### src/rtl/tl_arb_pkg.sv
// Shared constants, types and helpers for the two-to-one TL-UL client arbiter.
package tl_arb_pkg;

   localparam logic [2:0] TL_A_PUT_FULL        = 3'd0;
   localparam logic [2:0] TL_A_PUT_PARTIAL     = 3'd1;
   localparam logic [2:0] TL_A_GET             = 3'd4;
   localparam logic [2:0] TL_D_ACCESS_ACK      = 3'd0;
   localparam logic [2:0] TL_D_ACCESS_ACK_DATA = 3'd1;

   typedef enum logic {
      ARB_OPEN,
      ARB_LOCKED
   } arb_state_e;

   // Width of a counter that must hold 0..max_inflight inclusive.
   function automatic int unsigned cnt_width(input int unsigned max_inflight);
      return $clog2(max_inflight + 1);
   endfunction

endpackage

### src/rtl/tl_inflight_counter.sv
// Per-requester outstanding-transaction counter with a limit flag.
module tl_inflight_counter
   import tl_arb_pkg::*;
#(
   parameter int unsigned MAX_INFLIGHT = 4
) (
   input  logic clock,
   input  logic reset,
   input  logic inc,
   input  logic dec,
   output logic at_limit_c
);

   localparam int unsigned CNT_BITS = cnt_width(MAX_INFLIGHT);

   logic [CNT_BITS-1:0] count_q;

   // Simultaneous request and response cancel; a response at zero is dropped.
   always_ff @(posedge clock) begin
      if (reset) begin
         count_q <= '0;
      end else if (inc && !dec) begin
         count_q <= count_q + CNT_BITS'(1);
      end else if (dec && !inc && count_q != '0) begin
         count_q <= count_q - CNT_BITS'(1);
      end
   end

   assign at_limit_c = (count_q == CNT_BITS'(MAX_INFLIGHT));

`ifndef SYNTHESIS
   underflow_a : assert property (@(posedge clock) disable iff (reset)
      !(dec && !inc && count_q == '0))
      else $error("tl_inflight_counter: D response with no request in flight");
`endif

endmodule

### src/rtl/tl_client_arbiter.sv
// Two-to-one TL-UL client arbiter: round-robin A merge with grant lock,
// source-MSB D routing and per-requester in-flight limits.
module tl_client_arbiter
   import tl_arb_pkg::*;
#(
   parameter int unsigned ADDR_BITS    = 32,
   parameter int unsigned DATA_BITS    = 64,
   parameter int unsigned SOURCE_BITS  = 4,
   parameter int unsigned SINK_BITS    = 1,
   parameter int unsigned SIZE_BITS    = 3,
   parameter int unsigned MAX_INFLIGHT = 4
) (
   input  logic                     clock,
   input  logic                     reset,
   // requester 0
   output logic                     tl_in0_a_ready,
   input  logic                     tl_in0_a_valid,
   input  logic [2:0]               tl_in0_a_bits_opcode,
   input  logic [2:0]               tl_in0_a_bits_param,
   input  logic [SIZE_BITS-1:0]     tl_in0_a_bits_size,
   input  logic [SOURCE_BITS-1:0]   tl_in0_a_bits_source,
   input  logic [ADDR_BITS-1:0]     tl_in0_a_bits_address,
   input  logic [DATA_BITS/8-1:0]   tl_in0_a_bits_mask,
   input  logic [DATA_BITS-1:0]     tl_in0_a_bits_data,
   input  logic                     tl_in0_a_bits_corrupt,
   input  logic                     tl_in0_d_ready,
   output logic                     tl_in0_d_valid,
   output logic [2:0]               tl_in0_d_bits_opcode,
   output logic [1:0]               tl_in0_d_bits_param,
   output logic [SIZE_BITS-1:0]     tl_in0_d_bits_size,
   output logic [SOURCE_BITS-1:0]   tl_in0_d_bits_source,
   output logic [SINK_BITS-1:0]     tl_in0_d_bits_sink,
   output logic                     tl_in0_d_bits_denied,
   output logic [DATA_BITS-1:0]     tl_in0_d_bits_data,
   output logic                     tl_in0_d_bits_corrupt,
   // requester 1
   output logic                     tl_in1_a_ready,
   input  logic                     tl_in1_a_valid,
   input  logic [2:0]               tl_in1_a_bits_opcode,
   input  logic [2:0]               tl_in1_a_bits_param,
   input  logic [SIZE_BITS-1:0]     tl_in1_a_bits_size,
   input  logic [SOURCE_BITS-1:0]   tl_in1_a_bits_source,
   input  logic [ADDR_BITS-1:0]     tl_in1_a_bits_address,
   input  logic [DATA_BITS/8-1:0]   tl_in1_a_bits_mask,
   input  logic [DATA_BITS-1:0]     tl_in1_a_bits_data,
   input  logic                     tl_in1_a_bits_corrupt,
   input  logic                     tl_in1_d_ready,
   output logic                     tl_in1_d_valid,
   output logic [2:0]               tl_in1_d_bits_opcode,
   output logic [1:0]               tl_in1_d_bits_param,
   output logic [SIZE_BITS-1:0]     tl_in1_d_bits_size,
   output logic [SOURCE_BITS-1:0]   tl_in1_d_bits_source,
   output logic [SINK_BITS-1:0]     tl_in1_d_bits_sink,
   output logic                     tl_in1_d_bits_denied,
   output logic [DATA_BITS-1:0]     tl_in1_d_bits_data,
   output logic                     tl_in1_d_bits_corrupt,
   // system bus
   input  logic                     tl_out_a_ready,
   output logic                     tl_out_a_valid,
   output logic [2:0]               tl_out_a_bits_opcode,
   output logic [2:0]               tl_out_a_bits_param,
   output logic [SIZE_BITS-1:0]     tl_out_a_bits_size,
   output logic [SOURCE_BITS:0]     tl_out_a_bits_source,
   output logic [ADDR_BITS-1:0]     tl_out_a_bits_address,
   output logic [DATA_BITS/8-1:0]   tl_out_a_bits_mask,
   output logic [DATA_BITS-1:0]     tl_out_a_bits_data,
   output logic                     tl_out_a_bits_corrupt,
   output logic                     tl_out_d_ready,
   input  logic                     tl_out_d_valid,
   input  logic [2:0]               tl_out_d_bits_opcode,
   input  logic [1:0]               tl_out_d_bits_param,
   input  logic [SIZE_BITS-1:0]     tl_out_d_bits_size,
   input  logic [SOURCE_BITS:0]     tl_out_d_bits_source,
   input  logic [SINK_BITS-1:0]     tl_out_d_bits_sink,
   input  logic                     tl_out_d_bits_denied,
   input  logic [DATA_BITS-1:0]     tl_out_d_bits_data,
   input  logic                     tl_out_d_bits_corrupt
);

   arb_state_e state_q, state_d;
   logic       lock_idx_q, lock_idx_d;
   logic       prio_q, prio_d;
   logic       grant, sel_ok, a_fire, d_idx;
   logic [1:0] eligible, at_limit, a_fire_n, d_fire_n;

   assign eligible = {tl_in1_a_valid & ~at_limit[1], tl_in0_a_valid & ~at_limit[0]};

   // A locked grant wins; otherwise the priority pointer breaks ties.
   always_comb begin
      grant  = 1'b0;
      sel_ok = 1'b0;
      if (state_q == ARB_LOCKED) begin
         grant  = lock_idx_q;
         sel_ok = 1'b1;
      end else if (&eligible) begin
         grant  = prio_q;
         sel_ok = 1'b1;
      end else if (eligible[1]) begin
         grant  = 1'b1;
         sel_ok = 1'b1;
      end else if (eligible[0]) begin
         sel_ok = 1'b1;
      end
   end

   assign tl_out_a_valid        = sel_ok & (grant ? tl_in1_a_valid : tl_in0_a_valid);
   assign tl_in0_a_ready        = tl_out_a_ready & sel_ok & ~grant;
   assign tl_in1_a_ready        = tl_out_a_ready & sel_ok & grant;
   assign tl_out_a_bits_opcode  = grant ? tl_in1_a_bits_opcode  : tl_in0_a_bits_opcode;
   assign tl_out_a_bits_param   = grant ? tl_in1_a_bits_param   : tl_in0_a_bits_param;
   assign tl_out_a_bits_size    = grant ? tl_in1_a_bits_size    : tl_in0_a_bits_size;
   assign tl_out_a_bits_source  = {grant, grant ? tl_in1_a_bits_source : tl_in0_a_bits_source};
   assign tl_out_a_bits_address = grant ? tl_in1_a_bits_address : tl_in0_a_bits_address;
   assign tl_out_a_bits_mask    = grant ? tl_in1_a_bits_mask    : tl_in0_a_bits_mask;
   assign tl_out_a_bits_data    = grant ? tl_in1_a_bits_data    : tl_in0_a_bits_data;
   assign tl_out_a_bits_corrupt = grant ? tl_in1_a_bits_corrupt : tl_in0_a_bits_corrupt;

   assign a_fire   = tl_out_a_valid & tl_out_a_ready;
   assign a_fire_n = {a_fire & grant, a_fire & ~grant};

   always_ff @(posedge clock) begin
      if (reset) begin
         state_q    <= ARB_OPEN;
         lock_idx_q <= 1'b0;
         prio_q     <= 1'b0;
      end else begin
         state_q    <= state_d;
         lock_idx_q <= lock_idx_d;
         prio_q     <= prio_d;
      end
   end

   // A stalled request pins the grant until it fires.
   always_comb begin
      state_d    = state_q;
      lock_idx_d = lock_idx_q;
      prio_d     = prio_q;
      if (a_fire) begin
         state_d = ARB_OPEN;
         prio_d  = ~grant;
      end else if (tl_out_a_valid) begin
         state_d    = ARB_LOCKED;
         lock_idx_d = grant;
      end
   end

   // Responses steer on the prepended requester bit; payload is broadcast.
   assign d_idx          = tl_out_d_bits_source[SOURCE_BITS];
   assign tl_in0_d_valid = tl_out_d_valid & ~d_idx;
   assign tl_in1_d_valid = tl_out_d_valid & d_idx;
   assign tl_out_d_ready = d_idx ? tl_in1_d_ready : tl_in0_d_ready;
   assign d_fire_n       = {tl_in1_d_valid & tl_in1_d_ready, tl_in0_d_valid & tl_in0_d_ready};

   assign tl_in0_d_bits_opcode  = tl_out_d_bits_opcode;
   assign tl_in0_d_bits_param   = tl_out_d_bits_param;
   assign tl_in0_d_bits_size    = tl_out_d_bits_size;
   assign tl_in0_d_bits_source  = tl_out_d_bits_source[SOURCE_BITS-1:0];
   assign tl_in0_d_bits_sink    = tl_out_d_bits_sink;
   assign tl_in0_d_bits_denied  = tl_out_d_bits_denied;
   assign tl_in0_d_bits_data    = tl_out_d_bits_data;
   assign tl_in0_d_bits_corrupt = tl_out_d_bits_corrupt;
   assign tl_in1_d_bits_opcode  = tl_out_d_bits_opcode;
   assign tl_in1_d_bits_param   = tl_out_d_bits_param;
   assign tl_in1_d_bits_size    = tl_out_d_bits_size;
   assign tl_in1_d_bits_source  = tl_out_d_bits_source[SOURCE_BITS-1:0];
   assign tl_in1_d_bits_sink    = tl_out_d_bits_sink;
   assign tl_in1_d_bits_denied  = tl_out_d_bits_denied;
   assign tl_in1_d_bits_data    = tl_out_d_bits_data;
   assign tl_in1_d_bits_corrupt = tl_out_d_bits_corrupt;

   tl_inflight_counter #(.MAX_INFLIGHT(MAX_INFLIGHT)) u_inflight0 (
      .clock      (clock),
      .reset      (reset),
      .inc        (a_fire_n[0]),
      .dec        (d_fire_n[0]),
      .at_limit_c (at_limit[0])
   );

   tl_inflight_counter #(.MAX_INFLIGHT(MAX_INFLIGHT)) u_inflight1 (
      .clock      (clock),
      .reset      (reset),
      .inc        (a_fire_n[1]),
      .dec        (d_fire_n[1]),
      .at_limit_c (at_limit[1])
   );

endmodule
### config.mk
export PLATFORM = sky130hd
export DESIGN_NAME = tl_client_arbiter
export DESIGN_NICKNAME = d
export VERILOG_FILES = /design/src/rtl/tl_arb_pkg.sv /design/src/rtl/tl_inflight_counter.sv /design/src/rtl/tl_client_arbiter.sv
export SDC_FILE = /design/constraint.sdc
export NUM_CORES = 1
export LEC_CHECK = 0
export CORE_AREA = 4 4 235 237
export CTS_CLUSTER_SIZE = 10
export DETAILED_ROUTE_END_ITERATION = 8
export DIE_AREA = 0 0 239 241
export DONT_BUFFER_PORTS = 1
export RECOVER_POWER = 50
export SLEW_MARGIN = 20
export SYNTH_ARGS = -nofsm -noshare
export SYNTH_HDL_FRONTEND = slang
export SYNTH_HIERARCHICAL = 1
export SYNTH_SLANG_ARGS = --single-unit
### constraint.sdc
create_clock -name clock -period 2.4 [get_ports clock]
set_input_delay 0.48 -clock clock [delete_from_list [all_inputs] [get_ports clock]]
set_output_delay 0.48 -clock clock [all_outputs]
set_load 0.02 [all_outputs]
==> results of run 1 <==
## critical path: stages, from the launching register on
cell and delay, ns:
dfxtp_2 0.31, nor3b_4 0.15, or3b_4 0.39, o21ai_4 0.20, buf_12 0.17, buf_16 0.17, mux2_4 0.36, buf_6 0.15
## cells by family (layout without fill, tap and decap cells)
| logic type | count (synthesis) | after routing | share of synthesized area, % |
|---|---|---|---|
| flip-flops | 9 | 9 | 5.430 |
| buffers and inverters | 178 | 73 | 40.01 |
| AO/OA/AOI/OAI | 25 | 25 | 6.184 |
| multiplexers | 119 | 119 | 40.38 |
| XOR/XNOR | 2 | 2 | 0.5280 |
| adder cells (fa/ha/maj) | 2 | 2 | 1.207 |
| other | 0 | 7 | 0 |
| AND/OR/NAND/NOR | 35 | 35 | 6.259 |
## placed cells by master, fill, tap and decap left out, types with 3 or more instances in the layout
cell,instances
a21oi_1,5
a21oi_2,3
a221oi_2,3
buf_12,15
buf_16,11
buf_4,20
buf_6,8
clkbuf_16,10
dfxtp_1,6
dfxtp_2,3
diode_2,7
inv_1,4
mux2_4,118
nand2b_1,3
nor2_1,5
nor2b_1,3
o211ai_1,3
## worst paths after layout
path,startpoint,to,slack (ns),cells past startpoint
min,reset,u_inflight1/count_q[2],0.31,1
max reg2reg,u_inflight1/count_q[2],u_inflight1/count_q[2],-0.14,11
max,u_inflight1/count_q[2],tl_out_a_bits_address[24],-0.24,7
min reg2reg,lock_idx_q,lock_idx_q,0.53,2
## stage by stage
step	hold WS (ns)	setup WS [ns]	area (um2)	TNS, ns
global route	0.2979	-0.3185	4557	-30.05
finish	0.3080	-0.2364	4562	-22.11
CTS	0.2993	-0.3104	4148	-28.66
global placement	0.5120	-0.5188	3223	-27.55
floorplan	0.4806	-0.1291	3348	-0.2358
detailed placement	0.5293	-0.4923	3223	-23.98
## flip-flops by register name, indices dropped and copies added (netlist names)
name and cells:
lock_idx_q 1, prio_q 1, u_inflight0/count_q 3, u_inflight1/count_q 3, state_q 1
## report_power, final
group | internal, mW | leakage (nW) | total, mW | switching [mW]
sequential | 0.162 | 0.0750 | 0.172 | 0.00940
combinational | 0.758 | 1.58 | 1.54 | 0.782
clock | 0.222 | 0.0382 | 0.297 | 0.0748
total | 1.14 | 1.69 | 2.01 | 0.866
## final cells by class
| type | count | area (um2) | share of cell area [%] |
|---|---|---|---|
| Antenna cell | 7 | 17.52 | 0.3840 |
| Clock buffer | 4 | 78.83 | 1.728 |
| Inverter | 6 | 22.52 | 0.4937 |
| Multi-Input combinational cell | 183 | 2340 | 51.29 |
| Sequential cell | 9 | 183.9 | 4.032 |
| Tap cell | 696 | 870.8 | 19.09 |
| Timing Repair Buffer | 63 | 1049 | 22.98 |
## routing by layer
metal	up-vias	part of all wire, %
met5	-	0.26
met4	8	7.9
met3	76	15
met2	418	48
met1	1029	28
li1	917	-
## timing repair
| item | CTS | global route |
|---|---|---|
| gates cloned | 11 | 8 |
| setup buffers | 9 | 8 |
| endpoints found under the setup margin | 123 | 125 |
| resized for setup | 178 | 59 |
| pin swaps | 4 | 5 |
| hold endpoints to repair | 0 | 0 |
==> metrics, run 1 <==
outcome=finished with violations; failing checks=negative setup slack; Antenna Nets Post-Route=0; GR Layer Usage met3=roughly 3.9%; cell area after synthesis=3318 um2; met2 Resource Use GR=between 10 and 15%; final slew viol count=0; FMAX=0.3793 GHz; drt pass-1 iters=4; Leakage Power=between 1.5 and 2 nW; Synth area leaders=buf_4 (36%), mux2_1 (24%), mux2_2 (17%); FF+latch count, synth=9; Setup Skew=around 0.0021 ns; unique cell type count in the Yosys netlist=34; Crit Path Max Fanout=6; RSZ-0062 raised after global routing=true; final worst slack=-0.2364 ns; Avg WL per Cell=23.05 um; final hold violations=0; worst-case clock buffer depth=2; initial antenna violation count=11; Arr. time, crit path=2.16 ns; initial core utilization=under 10%; Cell Rows=85; met1 track demand over resource=~5.4%; Post-CTS Hold Buffers=0; startpoint types=flip-flop; pwr dens=around 440 nW/um2; die area=~58000 um2; Crit Path Class=reg -> out; Crit. End Element=output port; CTS tree=done; Avg Vias per Cell=approximately 2.5; total power=roughly 2.0 mW; Die Width=~240 um; largest net degree at the start of global routing=21; fin cells=968; area leader, netlist=buf_4; via count=roughly 2400; via count of the first global-routing pass=2799; post-synthesis sequential area ratio=roughly 5.4%; CTS H-tree lvls=1; most common library cells after synthesis=buf_4 (160), mux2_1 (70), mux2_2 (49); last weighted congestion value of the routability-driven placer=0.7811; Peak VDD IR=around 0.35 mV; CTS buffer count=3; Worst EP required=about 1.9 ns; post-DP HPWL=about 16000 um; ys flop type=dfxtp_1; Ports=between 600 and 700; post-detailed-route DRC marker count=0; Post-synth EDFFs=0; grt peak-use layer=met2; Worst-Margin Slew=between 0.4 and 0.5 ns; FFs w/ async S/R, synth=0%; Layout Utilization=roughly 8.6%; fin crit share=109.9%; Area growth syn-to-layout=37.48%; Tmin final=2.636 ns; Post-Syn Nets=~700; YS warnings=6; Min-Delay Path Class=in -> reg; Final setup viols=about 120; Worst-Skew Late Latency=0.24 ns; PortBufs=0; layout cells sized above 1=~80%; gr usage total=6.517%; Clock transition at path regs=around 0.04 ns; placed cells=roughly 920; core area=53280 um2; Die Y=between 200 and 250 um; WL final=22310 um; global route total overflow=0; MaxCap Viol Count=0; Relative slew margins=about 66%; Fill cells=6085; Syn Area/Cell=between 8 and 9 um2; top-area cell type share of the netlist area=around 36%; most frequent cell after synthesis=buf_4; DRT iter0 DRCs=73; first-pass GRT wire length=around 24000 um; clk sinks=9; final net count=roughly 590; Syn Inst Count=370; root buffer cell=clkbuf_16
Note: power is estimated with default switching activity, not from simulation.
==> run 2: changes to the inputs <==
- GPL_ROUTABILITY_DRIVEN: unset -> 0
==> results of run 2 <==
Final layout, timing and power as in run 1 (identical DEF).
